File: config.mk
export PLATFORM = sky130hd
export DESIGN_NAME = cmd_pad_receiver
export DESIGN_NICKNAME = d
export VERILOG_FILES = /design/src/rtl/cmd_pad_receiver.sv
export SDC_FILE = /design/constraint.sdc
export NUM_CORES = 1
export LEC_CHECK = 0
export CORE_MARGIN = 1.5
export CORE_UTILIZATION = 58
export CTS_BUF_LIST = sky130_fd_sc_hd__clkbuf_8
export CTS_CLUSTER_SIZE = 14
export DETAILED_ROUTE_END_ITERATION = 12
export PLACE_DENSITY_LB_ADDON = 0.15
export SLEW_MARGIN = 20
export SYNTH_ARGS = -nofsm -noshare
export SYNTH_HDL_FRONTEND = slang
export SYNTH_SLANG_ARGS = --single-unit
File: constraint.sdc
create_clock -name sd_clock -period 3.2 [get_ports sd_clock]
set_clock_uncertainty 0.1 [all_clocks]
set_input_delay 0.64 -clock sd_clock [delete_from_list [all_inputs] [get_ports sd_clock]]
set_output_delay 0.64 -clock sd_clock [all_outputs]
set_load 0.005 [all_outputs]
File: src/rtl/cmd_pad_receiver.sv
`timescale 1ns/1ps
// ---------------------------------------------------------------------------
// cmd_pad_receiver
// Host-side deserializer for the SD CMD line. Once armed it waits for the
// card's start bit, shifts in a 48-bit (R1/R3/R6/R7) or 136-bit (R2) response
// MSB-first, checks CRC7 and the end bit, and presents the frame. If no start
// bit arrives within the NCR window it reports no_response instead.
//
// Ports
//   sd_clock            in   sole clock, rising edge
//   reset               in   asynchronous, active-low
//   enable_rx           in   level: 1 arms, 0 aborts or acknowledges
//   long_response       in   latched at arm: 1 = LONG_BITS, 0 = SHORT_BITS
//   cmd_pin_in          in   serial CMD line, idles high
//   pad_response        out  received frame, short frames right-aligned
//   reception_complete  out  frame received, held until enable_rx=0
//   no_response         out  start-bit timeout, held until enable_rx=0
//   crc_error           out  CRC7 mismatch or bad end bit (with complete)
//   busy                out  1 while waiting for start bit or receiving
//
// Handshake: enable_rx is a level. Raising it in IDLE arms the receiver;
// result flags (reception_complete / no_response) stay up until enable_rx
// drops, which returns to IDLE on that edge. IDLE always lasts >= 1 cycle.
// ---------------------------------------------------------------------------
module cmd_pad_receiver #(
   parameter int TIMEOUT_CYCLES = 64,
   parameter int SHORT_BITS     = 48,
   parameter int LONG_BITS      = 136
) (
   input  logic                 sd_clock,
   input  logic                 reset,
   input  logic                 enable_rx,
   input  logic                 long_response,
   input  logic                 cmd_pin_in,
   output logic [LONG_BITS-1:0] pad_response,
   output logic                 reception_complete,
   output logic                 no_response,
   output logic                 crc_error,
   output logic                 busy
);

   localparam int         TW      = $clog2(TIMEOUT_CYCLES + 1);
   localparam logic [7:0] SHORT_N = 8'(SHORT_BITS);
   localparam logic [7:0] LONG_N  = 8'(LONG_BITS);

   typedef enum logic [1:0] {
      IDLE       = 2'd0,
      WAIT_START = 2'd1,
      RECEIVE    = 2'd2,
      DONE       = 2'd3
   } state_t;

   state_t                 state_q;
   logic                   long_q;
   logic                   pend_q;     // frame captured, results publish next edge
   logic [LONG_BITS-1:0]   shift_q;
   logic [7:0]             bit_cnt_q;
   logic [TW-1:0]          tmo_cnt_q;
   logic [6:0]             crc_q;
   logic [LONG_BITS-1:0]   pad_q;
   logic                   complete_q;
   logic                   no_resp_q;
   logic                   crc_err_q;
   logic                   busy_q;

   logic [7:0]             bit_num_d;
   logic [7:0]             frame_len;
   logic                   in_crc;
   logic                   crc_fb;
   logic [6:0]             crc_d;
   logic [LONG_BITS-1:0]   shift_d;

   // bit_num_d is the 1-based position of the bit sampled on this edge.
   // Frame bit index is frame_len - bit_num; CRC covers indices down to 8,
   // and for long frames stops at 127 (the leading 8 bits are excluded).
   always_comb begin
      bit_num_d = bit_cnt_q + 8'd1;
      frame_len = long_q ? LONG_N : SHORT_N;
      in_crc    = 1'b0;
      if (long_q) begin
         in_crc = (bit_num_d >= (frame_len - 8'd127)) &&
                  (bit_num_d <= (frame_len - 8'd8));
      end else begin
         in_crc = (bit_num_d <= (frame_len - 8'd8));
      end
      // Serial CRC7, polynomial x^7 + x^3 + 1.
      crc_fb  = cmd_pin_in ^ crc_q[6];
      crc_d   = in_crc ? ({crc_q[5:0], 1'b0} ^ {3'b000, crc_fb, 2'b00, crc_fb}) : crc_q;
      shift_d = {shift_q[LONG_BITS-2:0], cmd_pin_in};
   end

   always_ff @(posedge sd_clock or negedge reset) begin
      if (!reset) begin
         state_q    <= IDLE;
         long_q     <= 1'b0;
         pend_q     <= 1'b0;
         shift_q    <= '0;
         bit_cnt_q  <= '0;
         tmo_cnt_q  <= '0;
         crc_q      <= '0;
         pad_q      <= '0;
         complete_q <= 1'b0;
         no_resp_q  <= 1'b0;
         crc_err_q  <= 1'b0;
         busy_q     <= 1'b0;
      end else begin
         case (state_q)
            IDLE: begin
               complete_q <= 1'b0;
               no_resp_q  <= 1'b0;
               pend_q     <= 1'b0;
               tmo_cnt_q  <= '0;
               bit_cnt_q  <= '0;
               crc_q      <= '0;
               if (enable_rx) begin
                  // pad_response survives acknowledge and is only cleared here.
                  long_q    <= long_response;
                  shift_q   <= '0;
                  pad_q     <= '0;
                  crc_err_q <= 1'b0;
                  busy_q    <= 1'b1;
                  state_q   <= WAIT_START;
               end
            end

            WAIT_START: begin
               if (!enable_rx) begin
                  busy_q  <= 1'b0;
                  state_q <= IDLE;
               end else if (!cmd_pin_in) begin
                  // Start bit wins even on the edge the timeout would expire.
                  shift_q   <= shift_d;
                  crc_q     <= crc_d;
                  bit_cnt_q <= bit_num_d;
                  state_q   <= RECEIVE;
               end else if (tmo_cnt_q == TW'(TIMEOUT_CYCLES - 1)) begin
                  no_resp_q <= 1'b1;
                  busy_q    <= 1'b0;
                  state_q   <= DONE;
               end else begin
                  tmo_cnt_q <= tmo_cnt_q + 1'b1;
               end
            end

            RECEIVE: begin
               if (!enable_rx) begin
                  busy_q  <= 1'b0;
                  state_q <= IDLE;
               end else begin
                  shift_q   <= shift_d;
                  crc_q     <= crc_d;
                  bit_cnt_q <= bit_num_d;
                  if (bit_num_d == frame_len) begin
                     pend_q  <= 1'b1;
                     busy_q  <= 1'b0;
                     state_q <= DONE;
                  end
               end
            end

            DONE: begin
               if (!enable_rx) begin
                  complete_q <= 1'b0;
                  no_resp_q  <= 1'b0;
                  pend_q     <= 1'b0;
                  state_q    <= IDLE;
               end else if (pend_q) begin
                  pend_q     <= 1'b0;
                  complete_q <= 1'b1;
                  pad_q      <= shift_q;
                  crc_err_q  <= (crc_q != shift_q[7:1]) | ~shift_q[0];
               end
            end

            default: state_q <= IDLE;
         endcase
      end
   end

   assign pad_response       = pad_q;
   assign reception_complete = complete_q;
   assign no_response        = no_resp_q;
   assign crc_error          = crc_err_q;
   assign busy               = busy_q;

endmodule

## After elaboration in Yosys (flattened, before gate mapping)

Index checks and enable logic that the tools add are counted.

- $add $sub $neg: 4
- $lt $le $gt $ge: 2
- Equal/unequal tests: 22
- Multiplexer cells: 53
- Bitwise logic cells: 4
- Reduce and logical (&&, ||, !) cells: 18

Operators with widths:

| operator | number |
|---|---|
| $mux W136 | 6 |
| $pmux W136 S3 | 1 |
| $pmux W136 S2 | 1 |
| $mux W7 | 7 |
| $mux W8 | 4 |
| $pmux W8 S3 | 1 |
| $ne A2 B2 Y1 const B | 11 |
| $pmux W7 S3 | 1 |
| $mux W1 | 18 |
| $reduce_and A4 Y1 | 4 |
| $reduce_and A5 Y1 | 3 |
| $mux W2 | 7 |
| $pmux W7 S2 | 1 |
| $ne A3 B3 Y1 const B | 4 |
| $add A8 B1 Y8 const B | 1 |
| $eq A8 B8 Y1 | 1 |
| $ge A8 B8 Y1 | 1 |
| $le A8 B8 Y1 | 1 |
| $pmux W2 S4 | 1 |
| $sub A8 B4 Y8 const B | 1 |
| $sub A8 B7 Y8 const B | 1 |
| $add A7 B1 Y7 const B | 1 |
| $eq A7 B6 Y1 const B | 1 |
| $ne A7 B7 Y1 | 1 |
| 16 further kinds | 24 |

- Flip-flop bits (word level): 302
- Bits of input ports: 5
- Output and inout bits: 140

## Depth between registers and ports, before layout

- Depth in word-level cells: 9
- Depth in mapped cells: 12
- Depth with buffers taken out: 10

## Worst setup path after synthesis

OpenSTA, ideal clock, no wires.

- Path type: register to register
- From: register bit_cnt_q[0]
- To: register crc_q[0]
- Arrival: 2,133 ps
- Required time: 3,021 ps
- Setup slack: 888 ps
- Stages on the path, launching flop included: 10
- Buffers on the path: 0
- Period minus slack after synthesis: 2,312 ps
- Cell sequence: dfrtp_1 nand2_1 or3_2 nand2_1 ha_1 inv_1 o31ai_1 nand4_1 a22oi_4 mux2i_1

- Longest elaborated chain between the ends: 8
- Elaborated cells between the ends (all ways): 10
- Those cells by class: add/sub (1); order compare (2); mux (6); reduce/logical (1)

RTL lines:

| item | line | RTL |
|---|---|---|
| start: declaration | 57 | `logic [7:0] bit_cnt_q;` |
| start signal: assignment | 134 | `bit_cnt_q <= bit_num_d;` |
| start signal: assignment | 152 | `bit_cnt_q <= bit_num_d;` |
| $add A8 B1 Y8 (*) | 77 | `bit_num_d = bit_cnt_q + 8'd1;` |
| $ge A8 B8 Y1 / $le A8 B8 Y1 (equally long branches) | 81, 82, 84 |  |
| $logic_and A1 B1 Y1 | 81 | `in_crc = (bit_num_d >= (frame_len - 8'd127)) &&` |
| $mux W1 (*) | 80 | `if (long_q) begin` |
| $mux W7 (*) | 88 | `crc_d = in_crc ? ({crc_q[5:0], 1'b0} ^ {3'b000, crc_fb, 2'b00, crc_fb}) : crc_q;` |
| $mux W7 | 130 | `end else if (!cmd_pin_in) begin` |
| $mux W7 | 127 | `if (!enable_rx) begin` |
| $pmux W7 S3 (*) | 107 | `case (state_q)` |
| end signal: assignment | 133 | `crc_q <= crc_d;` |
| end signal: assignment | 151 | `crc_q <= crc_d;` |
| end: declaration | 59 | `logic [6:0] crc_q;` |

Mark *: on every way between the ends. The rest lies on a longest branch, timed or not. The select of a mux whose other input is x is not followed.
A chain may end at the register's enable or synchronous reset.

## Worst setup path in the final report

- From: register bit_cnt_q[0]
- To: register pend_q

- Longest elaborated chain between the ends: 4

RTL lines:

| item | line | RTL |
|---|---|---|
| $add A8 B1 Y8 | 77 |  |
| $eq A8 B8 Y1 | 153 | `if (bit_num_d == frame_len) begin` |
| $ne A2 B2 Y1 (no line) | n/a |  |
| $reduce_and A3 Y1 (no line) | n/a |  |
| end signal: assignment | 154 | `pend_q <= 1'b1;` |
| end signal: assignment | 165 | `pend_q <= 1'b0;` |
| end signal: assignment | 168 | `pend_q <= 1'b0;` |
| end: declaration | 55 | `logic pend_q;` |

Every way passes these cells.

==> summary.md <==
| Metric | Value |
|---|---|
| Outcome | `completed` |
| Post-synth top area cell | `dfrtp_1` |
| Commonest cells after routing, fill and taps aside | `nand2_1 (303), dfrtp_1 (302), clkdlybuf4s50_1 (143), a22o_1 (139), o21ai_0 (80)` |
| Pre-CTS setup slack | `278 ps` |
| Drt total wl | `25.1 mm` |
| CP Capture Type | `flip-flop` |
| Initial core utilization | `59.1%` |
| Worst setup SP type | `flip-flop` |
| FF/Latch Area | `7560 um2` |
| IO Count | `145` |
| Area of the die | `21600 um2` |
| Die Ht | `147 um` |
| Clk buf depth | `3` |
| Hold slack | `386 ps` |
| Data arrival time of the worst path | `3040 ps` |
| Max Slew Vio Count | `0` |
| Final setup violation count | `0` |
| Core area | `20300 um2` |
| Share of power burned in combinational logic | `23.1%` |
| Period utilization | `85.1%` |
| Internal power | `6360 uW` |
| Fmax | `367 MHz` |
| Post-synthesis register bit count | `302` |
| Fraction of registers with async set/reset | `100%` |
| Resized cells post-CTS | `0` |
| Fin cells | `1552` |
| CTS Hold Bufs | `1` |
| Final count of hold timing violations | `0` |
| Rel. slew slack | `37.1%` |
| Htree depth | `2` |
| Num rows | `52` |
| Syn Nets | `1135` |
| Nets | `1264` |
| Port bufs | `144` |
| Gpl congestion | `0.809` |
| Tightest Pin Transition | `940 ps` |
| Post-synthesis sequential area ratio | `63.0%` |
| Root buffer cell | `clkbuf_8` |
| Unrepaired setup endpoints after global routing | `no` |
| Clock share of power | `35.1%` |
| Net Sw Frac | `33.7%` |
| Max VDD drop | `566 uV` |
| Placed insts | `1464` |
| Crit Path Max Fanout | `7` |
| First-pass GRT wire length | `42.6 mm` |
| Pwr/cell area | `648 nW/um2` |
| Yosys warns | `0` |
| EDFF count, synth | `0` |
| Antenna Violating Nets Remaining | `0` |
| Vias per cell | `5.52` |
| Worst r2r path cells | `9` |
| DR iter-0 viols | `591` |
| Initial antenna violation count | `0` |
| NetSw | `3240 uW` |
| Largest net degree at the start of global routing | `136` |
| Pleak | `0.00674 uW` |
| DIE WIDTH | `147 um` |
| Yosys top cell area share | `63.0%` |
| Req. time, crit path | `3520 ps` |
| Setup TNS | `0 ps` |
| Crit path time final | `2720 ps` |
| DR WL/cell | `16.1 um` |
| Critical setup path kind | `flip-flop to flip-flop` |
| CTS buffer count | `48` |
| ANT cells | `0` |
| Yosys cell types | `44` |
| CTS tree | `done` |
| Hold path cells | `2` |
| Vias | `8565` |
| CTS Sinks | `302` |
| Sequential power share | `41.7%` |
| Post-CTS Setup Bufs | `0` |
| Mapped cell area | `12000 um2` |
| Max_cap viols | `0` |
| Number of global-route vias before repair | `8333` |
| Leading cell type in the layout, fill and taps excluded | `nand2_1` |
| Hold WC Path Type | `flip-flop to flip-flop` |
| Worst-path clk slew | `60 ps` |
| Remaining DRCs | `0` |
| DR pass1 iterations | `7` |
| Fillers | `1456` |
| Syn avg cell area | `10.8 um2` |
| Top_reg_cell synth | `dfrtp_1` |
| Grt ovf | `0` |
| Ranking of synthesized cells by area | `dfrtp_1 (63%), a22o_1 (10%), nand2_1 (9.5%)` |
| P&R area growth vs syn | `23.4%` |
| Placed wire-length estimate | `15.1 mm` |
| Syn Inst Count | `1116` |
| Layout cells sized above 1 | `8.35%` |
| Area of the multi-input gates | `4100 um2` |
| Final WS setup | `478 ps` |
| GRT Total Usage | `24.2%` |
| Clk Latency, worst-skew pair | `560 ps` |
-- final cells by class --
type                    instances  area share, %
well taps                     270           2.28
inverters                      12          0.304
clock inverters                29           1.40
clock buffers                  58           5.39
repair buffers                163           11.9
multi-input cells             718           27.7
flip-flops and latches        302           51.0
-- worst max-delay path, stage by stage (launching register included) --
cell and delay [ps]:
dfrtp_1 460, ha_1 240, nand3_1 130, xnor2_2 210, ha_1 350, nand4_1 120
nor4_2 320, nand2_1 100, a21oi_1 200, mux2_1 350
-- cells by family after synthesis --
family,share of synthesized area (%)
buf+inv,3.17
mux,0.855
xor+xnor,1.23
fa+ha+maj,1.46
compound gates,18.0
flops,63.0
simple gates,12.4
-- power by group through the flow --
stage	Sequential, uW	Clock [uW]	Combinational [uW]
6_report	4010	3370	2220
5_1_grt	4020	3640	2470
4_1_cts	4010	3450	2230
3_5_place_dp	4070	0	2220
3_3_place_gp	4070	0	2190
2_1_floorplan	4050	0	1610
-- Yosys cell counts (2+ instances only) --
cell      instances
nand2b_1          3
nand4_1           7
nor2_1           14
and3_1           10
buf_1             9
buf_2            16
xnor2_1           7
clkbuf_1         59
xor2_1            8
o21ai_1          69
ha_1             14
nor4_2            2
or3_1             2
dfrtp_1         302
o21ai_0          80
o31ai_1           3
nor3_1            4
a22o_1          139
mux2i_1           8
nor2_2            2
a21oi_1          13
nand2_1         304
nand3_1           9
inv_1            12
-- path summary, 6_finish.rpt --
path / start / to / slack, ps
max in group asynchronous: reset / shift_q[78] / 1740
worst min register to register: crc_error / crc_error / 390
worst min-delay path: crc_error / crc_error / 390
min in group asynchronous: reset / bit_cnt_q[5] / 510
worst max-delay path: bit_cnt_q[0] / pend_q / 480
worst max register to register: bit_cnt_q[0] / pend_q / 480
-- layer usage --
| metal | GRT usage [%] | wire length [um] | vias up |
|---|---|---|---|
| met5 | 0 | 0 | - |
| met4 | 6.62 | 452 | 0 |
| met3 | 5.71 | 1570 | 41 |
| met2 | 35.5 | 11300 | 225 |
| met1 | 36.5 | 11800 | 4181 |
| li1 | - | - | 4118 |
-- metrics by stage --
stage | power (uW) | area, um2 | utilization [%]
3_3_place_gp | 6260 | 13800 | 68.0
6_report | 9600 | 14800 | 73.0
4_1_cts | 9690 | 14800 | 73.0
3_5_place_dp | 6300 | 13800 | 68.0
2_1_floorplan | 5660 | 12000 | -
5_1_grt | 10100 | 14800 | 73.0
-- registers in the layout, summed over array words and instances (netlist names) --
name and cells:
bit_cnt_q 8, busy 1, crc_error 1, crc_q 7
long_q 1, no_response 1, pad_response 136, pend_q 1
reception_complete 1, shift_q 136, state_q 2, tmo_cnt_q 7
Power figures use the tool's default switching activity.
